<file path="config.mk">
export PLATFORM = sky130hd
export DESIGN_NAME = store_write_buffer
export DESIGN_NICKNAME = d
export VERILOG_FILES = /design/src/rtl/wb_pkg.sv /design/src/rtl/wb_fwd_merge.sv /design/src/rtl/store_write_buffer.sv
export SDC_FILE = /design/constraint.sdc
export NUM_CORES = 1
export LEC_CHECK = 0
export BUFFER_PORTS_ARGS = -buffer_cell sky130_fd_sc_hd__buf_2
export CAP_MARGIN = 20
export CELL_PAD_IN_SITES_DETAIL_PLACEMENT = 2
export CELL_PAD_IN_SITES_GLOBAL_PLACEMENT = 2
export CORE_UTILIZATION = 39
export DETAILED_ROUTE_END_ITERATION = 8
export PLACE_DENSITY = 0.9
export SLEW_MARGIN = 20
export SYNTH_ARGS = -nofsm -noshare
export SYNTH_HDL_FRONTEND = slang
export SYNTH_SLANG_ARGS = --single-unit
</file>
<file path="constraint.sdc">
create_clock -name clk -period 6.4 [get_ports clk]
set_input_delay 0 -clock clk [delete_from_list [all_inputs] [get_ports clk]]
set_output_delay 0 -clock clk [all_outputs]
set_load 0.03 [all_outputs]
</file>
<file path="src/rtl/wb_pkg.sv">
// Shared types for the store write buffer.
// Entry layout and lane constants.
package wb_pkg;

    localparam int WB_DEPTH = 4;
    localparam int NLANE    = 4;

    typedef struct packed {
        logic        valid;
        logic [29:0] word;
        logic [31:0] data;
        logic [3:0]  be;
    } wb_entry_t;

endpackage

</file>
<file path="src/rtl/wb_fwd_merge.sv">
// Per-lane forwarding of pending store bytes.
// Youngest matching entry wins each lane.
module wb_fwd_merge
    import wb_pkg::*;
#(
    parameter int DEPTH = WB_DEPTH,
    localparam int PW   = $clog2(DEPTH)
) (
    input  wb_entry_t [DEPTH-1:0] i_ent,
    input  logic [PW-1:0]         i_head,
    input  logic [PW:0]           i_count,
    input  logic [29:0]           i_lk_word,
    output logic [31:0]           o_lk_data,
    output logic [3:0]            o_lk_be
);

    logic [PW-1:0] w_idx;

    // Walk oldest to youngest so later matches overwrite earlier ones
    always_comb begin
        o_lk_data = '0;
        o_lk_be   = '0;
        w_idx     = '0;
        for (int i = 0; i < DEPTH; i++) begin
            w_idx = i_head + PW'(i);
            if (((PW+1)'(i) < i_count) &&
                i_ent[w_idx].valid &&
                (i_ent[w_idx].word == i_lk_word)) begin
                for (int l = 0; l < NLANE; l++) begin
                    if (i_ent[w_idx].be[l]) begin
                        o_lk_data[8*l +: 8] = i_ent[w_idx].data[8*l +: 8];
                        o_lk_be[l]          = 1'b1;
                    end
                end
            end
        end
    end

endmodule

</file>
<file path="src/rtl/store_write_buffer.sv">
// Posted-write FIFO between write-through cache and data memory.
// Coalesces into the youngest entry and forwards bytes to refills.
module store_write_buffer
    import wb_pkg::*;
#(
    parameter int XLEN  = 32,
    parameter int DEPTH = WB_DEPTH
) (
    input  logic            clk,
    input  logic            rst,
    input  logic            wb_push,
    input  logic [31:0]     wb_addr,
    input  logic [XLEN-1:0] wb_data,
    input  logic [3:0]      wb_be,
    output logic            wb_full,
    output logic            wb_empty,
    input  logic [31:0]     lk_addr,
    output logic [XLEN-1:0] lk_data,
    output logic [3:0]      lk_be,
    output logic            mem_we,
    output logic [31:0]     mem_addr,
    output logic [XLEN-1:0] mem_wd,
    output logic [3:0]      mem_be,
    input  logic            mem_ready
);

    localparam int PW = $clog2(DEPTH);
    localparam logic [PW:0] C_FULL = (PW+1)'(DEPTH);
    localparam logic [PW:0] C_TWO  = (PW+1)'(2);

    wb_entry_t [DEPTH-1:0] r_ent;
    logic [PW-1:0]         r_head;
    logic [PW-1:0]         r_tail;
    logic [PW:0]           r_count;

    wb_entry_t     w_head_ent;
    logic [PW-1:0] w_young;
    logic          w_pop;
    logic          w_acc;
    logic          w_merge;
    logic          w_alloc;
    logic [31:0]   w_mrg_data;
    logic          w_unused;

    assign w_unused   = ^{wb_addr[1:0], lk_addr[1:0]};

    assign w_head_ent = r_ent[r_head];
    assign w_young    = r_tail - 1'b1;

    assign wb_full    = (r_count == C_FULL);
    assign wb_empty   = (r_count == '0);

    assign mem_we     = !wb_empty;
    assign mem_addr   = {w_head_ent.word, 2'b00};
    assign mem_wd     = w_head_ent.data;
    assign mem_be     = w_head_ent.be;

    assign w_pop      = mem_we && mem_ready;
    assign w_acc      = wb_push && (!wb_full || w_pop);
    assign w_merge    = w_acc && (r_count >= C_TWO) &&
                        (r_ent[w_young].word == wb_addr[31:2]);
    assign w_alloc    = w_acc && !w_merge;

    // Byte-merge of the incoming store over the youngest entry
    always_comb begin
        w_mrg_data = r_ent[w_young].data;
        for (int l = 0; l < NLANE; l++) begin
            if (wb_be[l]) begin
                w_mrg_data[8*l +: 8] = wb_data[8*l +: 8];
            end
        end
    end

    // FIFO pointers, occupancy and entry storage
    always_ff @(posedge clk) begin
        if (rst) begin
            r_head  <= '0;
            r_tail  <= '0;
            r_count <= '0;
            for (int i = 0; i < DEPTH; i++) begin
                r_ent[i] <= '0;
            end
        end else begin
            if (w_pop) begin
                r_ent[r_head].valid <= 1'b0;
                r_head              <= r_head + 1'b1;
            end
            if (w_alloc) begin
                r_ent[r_tail] <= '{valid: 1'b1,
                                   word:  wb_addr[31:2],
                                   data:  wb_data,
                                   be:    wb_be};
                r_tail        <= r_tail + 1'b1;
            end
            if (w_merge) begin
                r_ent[w_young].data <= w_mrg_data;
                r_ent[w_young].be   <= r_ent[w_young].be | wb_be;
            end
            if (w_alloc && !w_pop) begin
                r_count <= r_count + 1'b1;
            end else if (!w_alloc && w_pop) begin
                r_count <= r_count - 1'b1;
            end
        end
    end

    wb_fwd_merge #(
        .DEPTH (DEPTH)
    ) u_fwd (
        .i_ent     (r_ent),
        .i_head    (r_head),
        .i_count   (r_count),
        .i_lk_word (lk_addr[31:2]),
        .o_lk_data (lk_data),
        .o_lk_be   (lk_be)
    );

endmodule

</file>
# Yosys cells after proc, flatten, opt, wreduce, memory -nomap -nowiden
# Cells that the tools add are included.
dict set report totals {
  regBits 275
  out_inout_bits 107
  word_cells 146
}
dict set report op_classes {
  add_sub_neg 7
  n_lt_le_gt_ge 14
  n_eq_ne 6
  n_mux 73
  bitwise 1
  n_reduce_logical 26
}
# op n
set ops {}
lappend ops {{2-to-1 mux 268 bit} 5}
lappend ops {{bitwise mux 268 bit} 4}
lappend ops {{binary-select mux 67 bit (select 2 bit)} 5}
lappend ops {{demux 67 bit (select 2 bit)} 4}
lappend ops {{2-to-1 mux 67 bit} 6}
lappend ops {{2-to-1 mux 8 bit} 20}
lappend ops {{== test 30 bit} 5}
lappend ops {{2-to-1 mux 32 bit} 4}
lappend ops {{2-to-1 mux 66 bit} 1}
lappend ops {{2-to-1 mux 36 bit} 1}
lappend ops {{2-to-1 mux 4 bit} 5}
lappend ops {{logical AND 1 bit} 18}
lappend ops {{less-than comparator 2 x 3 -> 1 bit, second input constant} 6}
lappend ops {{2-to-1 mux 1 bit} 16}
lappend ops {{>= comparator 2 x 1 -> 1 bit, second input constant} 3}
lappend ops {{less-than comparator 1 x 3 -> 1 bit, first input constant} 2}
lappend ops {{less-than comparator 2 x 3 -> 1 bit, first input constant} 2}
lappend ops {{2-to-1 mux 3 bit} 2}
lappend ops {{zero test 1 bit} 5}
lappend ops {{adder 2 x 1 -> 2 bit, second input constant} 2}
lappend ops {{adder 2 bit, second input constant} 2}
lappend ops {{bitwise OR 4 bit} 1}
lappend ops {{adder 3 x 1 -> 3 bit, second input constant} 1}
lappend ops {{== test 3 bit, second input constant} 1}
lappend ops {{other kinds (6)} 6}

# Longest topological paths before layout
# Gate-level depths: netlist of run 1.
dict set report logic_depth {
  depth_word 14
  depth_mapped 21
}

# Modules after synthesis
# A second synthesis of run 1 with hierarchy kept.
dict set report unflattened {
  cells_unflattened 2643
  hier_area_um2 25418.1
}
# mod instances cells_per_inst area_per_inst_um2 seq_area_each_um2
set modules_own_cells {}
lappend modules_own_cells {store_write_buffer 1 1428 16047.9 5505.3}
lappend modules_own_cells {wb_fwd_merge 1 1215 9370.2 0.0}

# Worst setup path before layout of run 1
# No wires, ideal clock.
dict set report synth_path {
  path_type {register to register}
  startpoint {register r_tail[0]}
  endpoint {register r_count[2]}
  setup_ns 0.070
  arrival_ns 5.252
  path_slack_ns 1.078
  path_stages_with_launch 20
  synth_period_minus_slack_ns 5.322
  cell_sequence {dfxtp_1 > buf_2 > buf_1 > clkbuf_1 > clkbuf_1 > inv_1 > ha_1 > buf_6 > buf_6 > buf_2 > mux4_2 > xnor2_1 > nand4_1 > nor4_4 > and2_0 > buf_2 > nor2b_1 > ha_1 > or3_1 > a21oi_1}
}
dict set report synth_via {
  elab_chain_len 10
  elab_cells_between_ends 12
}
# element line
set synth_lines {}
lappend synth_lines {{start, declared} store_write_buffer.sv:33} ;# logic [PW-1:0] r_tail;
lappend synth_lines {{start signal, assigned} store_write_buffer.sv:93} ;# r_tail <= r_tail + 1'b1;
lappend synth_lines {{subtractor 2 x 1 -> 2 bit (*)} store_write_buffer.sv:48} ;# assign w_young = r_tail - 1'b1;
lappend synth_lines {{via w_young[0]} store_write_buffer.sv:37} ;# logic [PW-1:0] w_young;
lappend synth_lines {{binary-select mux 67 bit (select 2 bit) (*)} store_write_buffer.sv:61} ;# (r_ent[w_young].word == wb_addr[31:2]);
lappend synth_lines {{2-to-1 mux 66 bit (*)} n/a}
lappend synth_lines {{== test 30 bit (*)} store_write_buffer.sv:61}
lappend synth_lines {{logical AND 1 bit (*)} store_write_buffer.sv:60} ;# assign w_merge = w_acc && (r_count >= C_TWO) &&
lappend synth_lines {{zero test 1 bit (*)} store_write_buffer.sv:62} ;# assign w_alloc = w_acc && !w_merge;
lappend synth_lines {{logical AND 1 bit (*)} store_write_buffer.sv:62}
lappend synth_lines {{zero test 1 bit} store_write_buffer.sv:101} ;# end else if (!w_alloc && w_pop) begin
lappend synth_lines {{logical AND 1 bit} store_write_buffer.sv:101}
lappend synth_lines {{nonzero test 2 bit (no source line)} n/a}
lappend synth_lines {{end signal, assigned} store_write_buffer.sv:100} ;# r_count <= r_count + 1'b1;
lappend synth_lines {{end signal, assigned} store_write_buffer.sv:102} ;# r_count <= r_count - 1'b1;
lappend synth_lines {{end, declared} store_write_buffer.sv:34} ;# logic [PW:0] r_count;
# Mark *: on every way through the listed nets, which the timed path passes. The rest lies on a longest branch. The select of a mux whose other input is x is not followed.
# A chain may end at the register's enable or synchronous reset.

# Worst setup path in the final report of run 1
dict set report layout_path {
  startpoint {register r_head[0]}
  endpoint {output lk_data[31]}
}
dict set report layout_via {
  elab_cells_between_ends 31
}
# element line
set layout_rtl {}
lappend layout_rtl {{start, declared} store_write_buffer.sv:32} ;# logic [PW-1:0] r_head;
lappend layout_rtl {{start signal, assigned} store_write_buffer.sv:86} ;# r_head <= r_head + 1'b1;
lappend layout_rtl {{adder 2 bit (*)} wb_fwd_merge.sv:25} ;# w_idx = i_head + PW'(i);
lappend layout_rtl {{via u_fwd.w_idx[0]} wb_fwd_merge.sv:17} ;# logic [PW-1:0] w_idx;
lappend layout_rtl {{binary-select mux 67 bit (select 2 bit) (*)} n/a}
lappend layout_rtl {{2-to-1 mux 67 bit (*)} n/a}
lappend layout_rtl {{== test 30 bit / logical AND 1 bit (equally long branches)} {wb_fwd_merge.sv:28, wb_fwd_merge.sv:26}}
lappend layout_rtl {{logical AND 1 bit} wb_fwd_merge.sv:27} ;# i_ent[w_idx].valid &&
lappend layout_rtl {{2-to-1 mux 32 bit (*)} wb_fwd_merge.sv:26} ;# if (((PW+1)'(i) < i_count) &&
lappend layout_rtl {{end, declared} store_write_buffer.sv:18} ;# output logic [XLEN-1:0] lk_data,
# Marks and branches as above.

==> results of run 1 <==
-- layout make-up --
cell class / instances / share of cell area
Multi-Input combinational cell: 1797 / 0.6196
Sequential cell: 275 / 0.2136
Timing Repair Buffer: 312 / 0.08026
Clock buffer: 52 / 0.04030
Tap cell: 765 / 0.03705
Clock inverter: 12 / 0.005134
Inverter: 24 / 0.003487
Antenna cell: 6 / 0.0005812
-- how the worst max path moves through the flow --
stage	to	cells past startpoint
finish	lk_data[31]	12
global route	lk_data[13]	12
CTS	lk_data[31]	12
detailed placement	r_ent[75]	12
global placement	lk_data[31]	12
floorplan	r_count[2]	19
-- tightest hold or removal path, stage by stage --
cell and delay (ns):
sky130_fd_sc_hd__buf_2 0.25, sky130_fd_sc_hd__a211oi_1 0.26, sky130_fd_sc_hd__a311oi_1 0.07
-- power by group --
group,internal [mW],total (mW),leakage (nW),switching [mW]
clock network,1.21,2.11,0.570,0.893
registers,1.84,2.04,2.23,0.195
logic,1.42,3.98,6.06,2.55
-- cell families after synthesis --
group,after synthesis,share of synthesized area
compound gates,601,0.1926
simple gates,516,0.1115
mux,511,0.3246
buf+inv,291,0.06441
flops,275,0.2402
xor+xnor,150,0.05731
fa+ha+maj,17,0.009279
other cells,1,0.0001636
-- cell usage after synthesis (43+ instances only) --
| cell | count |
|---|---|
| sky130_fd_sc_hd__a21oi_1 | 127 |
| sky130_fd_sc_hd__mux2_2 | 68 |
| sky130_fd_sc_hd__a311oi_1 | 144 |
| sky130_fd_sc_hd__xnor2_1 | 107 |
| sky130_fd_sc_hd__nor2b_1 | 145 |
| sky130_fd_sc_hd__a211oi_1 | 145 |
| sky130_fd_sc_hd__xor2_1 | 43 |
| sky130_fd_sc_hd__mux2i_1 | 263 |
| sky130_fd_sc_hd__dfxtp_1 | 275 |
| sky130_fd_sc_hd__nor2_1 | 262 |
| sky130_fd_sc_hd__buf_2 | 85 |
| sky130_fd_sc_hd__mux4_2 | 179 |
| sky130_fd_sc_hd__clkbuf_1 | 105 |
-- per-stage QoR --
step / hold slack, ns / util / cells
CTS: 0.04995 / 0.4457 / 3237
floorplan: 0.1386 / - / 2363
global placement: 0.3092 / 0.4146 / 3110
finish: 0.07072 / 0.4460 / 3243
detailed placement: 0.3290 / 0.4146 / 3110
global route: 0.09083 / 0.4458 / 3238
-- layer usage --
layer,vias up,share of wire,track usage
li1,9296,-,-
met1,11662,0.37,0.3982
met2,1252,0.50,0.5952
met3,393,0.074,0.06036
met4,6,0.053,0.1858
met5,-,0.00036,0
==> out/qor.csv, run 1 <==
metric,value,unit
terminus of the critical flop-to-flop path,r_ent[96],
I/O Buffers,204,
"sum of internal, switching and leakage power",8.122,mW
maximum cell stage delay along the critical path,0.84,ns
Leakage,8.863,nW
worst hold path startpoint,wb_be[0],
worst slack after detailed placement,1.189,ns
run status,"finished, final reports clean",
leading post-synthesis cells by cell area,"sky130_fd_sc_hd__dfxtp_1 (24%), sky130_fd_sc_hd__mux4_2 (18%), sky130_fd_sc_hd__mux2i_1 (11%)",
number of warnings issued by yosys,0,
number of max-slew violations in the final report,0,
Post-CTS Setup Inserts,0,
buffer cell driving the clock tree root,sky130_fd_sc_hd__clkbuf_16,
Core Region,0.05792,mm^2
DP Wirelength,63770,um
share of the synthesized area in the top cell type,0.2402,
worst rel slew slack,0.2565,
H-tree depth,2,
number of design-rule violations left by the first detailed-router iteration,2375,
hold violation count in the final report,0,
Worst Hold Path EP,r_ent[0],
DIE HEIGHT,244.4,um
area of the mapped netlist,0.02292,mm^2
critical path data required time,6.40,ns
Critical Path AT,5.92,ns
Buf/Inv on CP,3,
number of endpoints failing setup at the final stage,0,
footprint of the multi-input gates,0.01601,mm^2
list of cells traversed by the critical path,"inv_1, ha_4, buf_4, mux4_2, xnor2_1, nand4_1, a211oi_2, o211ai_2, or2_0, o211a_1, o22ai_1, buf_2",
skew final,0.03326,ns
Layout Cell Area excl Fill,0.02583,mm^2
GRT overflow,0,
Critical Path Slowest Stage Cell,sky130_fd_sc_hd__a211oi_2,
final cycle utilization of the critical path,0.9255,
distinct cell type count of the synthesized netlist,64,
"Worst Path Class, Setup",register to primary output,
number of global-route vias before repair,24834,
"commonest cells after routing, fill and taps aside","sky130_fd_sc_hd__dfxtp_1 (272), sky130_fd_sc_hd__mux2i_1 (263), sky130_fd_sc_hd__nor2_1 (262)",
synthesis-to-finish area growth,12.69,%
path class of the lowest-slack min-delay path,input pin to register,
final setup TNS,0,ns
row count,88,
Worst Path Max Fanout,34,
kind of launch point of the worst setup path,register,
transition time at the pin with the least slew margin,1.105,ns
routability congestion estimate,0.8913,
Starting Density,0.3958,
number of synthesized register bits,275,
number of enable flip-flop cells after synthesis,0,
number of filler cells placed in the layout,6111,
clock input transition at the sequential cells of the worst setup and hold paths,0.06,ns
"Top FF cell, synth",sky130_fd_sc_hd__dfxtp_1,
net count of the finished layout,2566,
minimum clock period after layout,5.923,ns
clock tree from TritonCTS,yes,
reg2reg start,r_tail[1],
total via count after detailed routing,22609,
global-route usage over all layers,0.3422,
"most common cell after layout, fill and taps aside",sky130_fd_sc_hd__dfxtp_1,
leading area contributor after synthesis,sky130_fd_sc_hd__dfxtp_1,
1st-pass router iterations,8,
worst-case vdd ir drop,0.0003277,V
register area,0.005517,mm^2
synthesized netlist cell count,2362,
placed cell area,0.02401,mm^2
Synth async-reset ratio,0,
DRT Wirelength,104600,um
detailed-route DRC error count,0,
Die Width,244.4,um
initial antenna violation count,8,
flop-to-flop setup slack,1.14,ns
area of the die,0.05975,mm^2
max frequency,168.8,MHz
share of post-route cells with drive strength above 1,0.2326,
maximum count of clock buffers along a single path,3,
routed wire length per instance,32.24,um
Max-Cap Viols,0,
family with the most delay on the worst path,compound AO/OA/AOI/OAI gates,
number of cells on the worst reg-to-reg path,12,
Setup crit start,r_head[0],
post-cts repair resize count,0,
unrepaired setup endpoints after global routing,no,
remaining number of nets flagged by the antenna check after routing,0,
vias per inst,6.972,
Skew-Pair Late Insertion Delay,0.58,ns
first-pass GRT wire length,158200,um
CTS Buf Count,35,
number of hold buffers added after cts,63,
Sinks on Clock Net,275,
CP endpoint kind,primary output,
synthesized area divided by synthesized cell count,9.705,um^2
Pwr per Cell Area,314.4,mW/mm^2
sequential share of the synthesized area,0.2402,
I/O pin total,211,
smallest setup slack after layout,0.4770,ns
maximum number of pins on one net before global-route repair,148,
Worst Hold Depth,3,
No activity file was read; power rests on OpenSTA's default activity.
==> inputs of run 2 (changes only) <==
CORE_ASPECT_RATIO = 1.5   (was default)
GPL_TIMING_DRIVEN = 0   (was default)
==> run 2 against run 1 <==
Against the previous run: the run now ends with setup timing left; clock skew down 0.0048 ns; sequential share of layout area down 0.81 points; register-to-register slack worse by 1.1 ns; fmax down 7.6%; global-route usage up 10 points; critical path type unchanged.
==> out/qor.csv, run 2 (same netlist as run 1, synthesis figures left out) <==
metric,value,unit
worst slack after detailed placement,-2.489,ns
critical path data required time,6.40,ns
I/O Buffers,183,
clock network fraction of design power,0.228,
family with the most delay on the worst path,buffers and inverters,
DIE HEIGHT,298.9,um
maximum cell stage delay along the critical path,0.98,ns
"Worst Path Class, Setup",register to primary output,
placed cell area,0.02482,mm^2
I/O pin total,211,
Max-Cap Viols,0,
remaining number of nets flagged by the antenna check after routing,0,
row count,108,
buffer cell driving the clock tree root,sky130_fd_sc_hd__clkbuf_16,
DP Wirelength,97550,um
Critical Path Slowest Stage Cell,sky130_fd_sc_hd__clkbuf_1,
Worst Path Max Fanout,18,
area of the die,0.05977,mm^2
number of endpoints failing setup at the final stage,1,
H-tree depth,1,
unrepaired setup endpoints after global routing,no,
minimum clock period after layout,6.412,ns
combinational cell fraction of total power,0.545,
run status,finished with violations,
synthesis-to-finish area growth,16.91,%
global-route usage over all layers,0.4441,
Pwr per Cell Area,334.1,mW/mm^2
sw frac,0.4932,
kind of launch point of the worst setup path,register,
"most common cell after layout, fill and taps aside",sky130_fd_sc_hd__dfxtp_1,
worst rel slew slack,0.1653,
list of cells traversed by the critical path,"buf_6, buf_6, buf_6, inv_1, ha_1, buf_4, buf_4, inv_2, clkbuf_1, buf_1, clkbuf_1, a21oi_1, o22ai_2, buf_2",
clock input transition at the sequential cells of the worst setup and hold paths,0.07,ns
CTS Buf Count,30,
final cycle utilization of the critical path,1.002,
Sinks on Clock Net,275,
number of design-rule violations left by the first detailed-router iteration,1915,
max frequency,155.9,MHz
switching pwr,4.416,mW
CP endpoint kind,primary output,
clock tree from TritonCTS,yes,
skew final,0.02847,ns
maximum number of pins on one net before global-route repair,27,
initial antenna violation count,2,
transition time at the pin with the least slew margin,1.252,ns
number of max-slew violations in the final report,0,
share of post-route cells with drive strength above 1,0.2517,
Leakage,9.423,nW
Critical Path AT,6.41,ns
violations in the final reports,setup timing,
worst-case vdd ir drop,0.0002771,V
Layout Cell Area excl Fill,0.02680,mm^2
1st-pass router iterations,5,
detailed-route DRC error count,0,
Core Region,0.05797,mm^2
routed wire length per instance,38.82,um
hold violation count in the final report,0,
internal power,4.537,mW
Skew-Pair Late Insertion Delay,0.64,ns
vias per inst,7.118,
GRT overflow,0,
total via count after detailed routing,24470,
smallest setup slack after layout,-0.01246,ns
number of placed instances with taps included,3317,
number of global-route vias before repair,27199,
maximum count of clock buffers along a single path,3,
path class of the lowest-slack min-delay path,input pin to register,
DRT Wirelength,133500,um
cell seen most often among critical-path stages,sky130_fd_sc_hd__buf_6,
first-pass GRT wire length,190300,um
non-filler instance count after layout,3438,
part of the total power dissipated in sequential elements,0.228,
net count of the finished layout,2763,
Buf/Inv on CP,11,
routability congestion estimate,1.013,
"commonest cells after routing, fill and taps aside","sky130_fd_sc_hd__dfxtp_1 (274), sky130_fd_sc_hd__buf_2 (263), sky130_fd_sc_hd__mux2i_1 (262), sky130_fd_sc_hd__nor2_1 (262), sky130_fd_sc_hd__mux4_2 (179)",
Starting Density,0.3954,
Die Width,200.0,um
run 2: area by class of cell:
cell class	instances	area [um^2]
multi-input cells	1797	16100
well taps	770	963.4
clock inverters	19	265.3
plain buffers	263	1453
flip-flops and latches	275	5507
repair buffers	251	1584
diodes	2	5.005
clock buffers	37	828.3
inverters	24	95.09
fillers	6138	31170
run 2: per-layer routing:
layer,vias to the layer above,track usage,share of wire
met4,0,0.4571,0.12
li1,9670,-,-
met1,12313,0.4371,0.32
met2,1770,0.7399,0.49
met3,717,0.1044,0.079
met5,-,0,0
run 2: worst paths after layout:
check / from / endpoint / slack (ns) / cells past startpoint
worst max-delay path: r_head[0] / lk_data[0] / -0.01 / 14
worst min-delay path: mem_ready / r_head[1] / 0.09 / 5
worst max register to register: r_tail[0] / r_count[2] / 0.02 / 20
worst min register to register: register / register / 0.59 / 2
run 2: what timing repair did:
action                                  4_1_cts  5_1_grt
hold endpoints to repair                    248        0
pin swaps                                     4        1
hold buffers                                 62        0
buffers inserted                              5        0
endpoints found under the setup margin      310       49
resized for setup                            56       15
run 2: power groups by stage:
| stage | Sequential (mW) | Clock (mW) | Combinational, mW |
|---|---|---|---|
| after global routing | 2.04 | 2.10 | 4.94 |
| after CTS | 2.02 | 2.04 | 4.65 |
| after detailed placement | 2.06 | 0 | 4.56 |
| after floorplan | 1.97 | 0 | 2.85 |
| final | 2.04 | 2.04 | 4.88 |
| after global placement | 2.03 | 0 | 4.43 |
run 2: tightest hold or removal path, stage by stage:
cell and delay, ns:
sky130_fd_sc_hd__buf_2 0.11, sky130_fd_sc_hd__and2_1 0.13, sky130_fd_sc_hd__clkbuf_1 0.20, sky130_fd_sc_hd__nand2_1 0.14, sky130_fd_sc_hd__a21oi_1 0.07
run 2: metrics by stage:
stage	util	setup TNS (ns)	total power [mW]	hold WS, ns
floorplan	-	0	4.824	0.1386
global placement	0.4279	-498.35	6.465	0.3137
detailed placement	0.4281	-541.46	6.614	0.3406
CTS	0.4606	0	8.712	0.06738
global route	0.4622	0	9.074	0.1046
finish	0.4623	-0.01246	8.953	0.08641
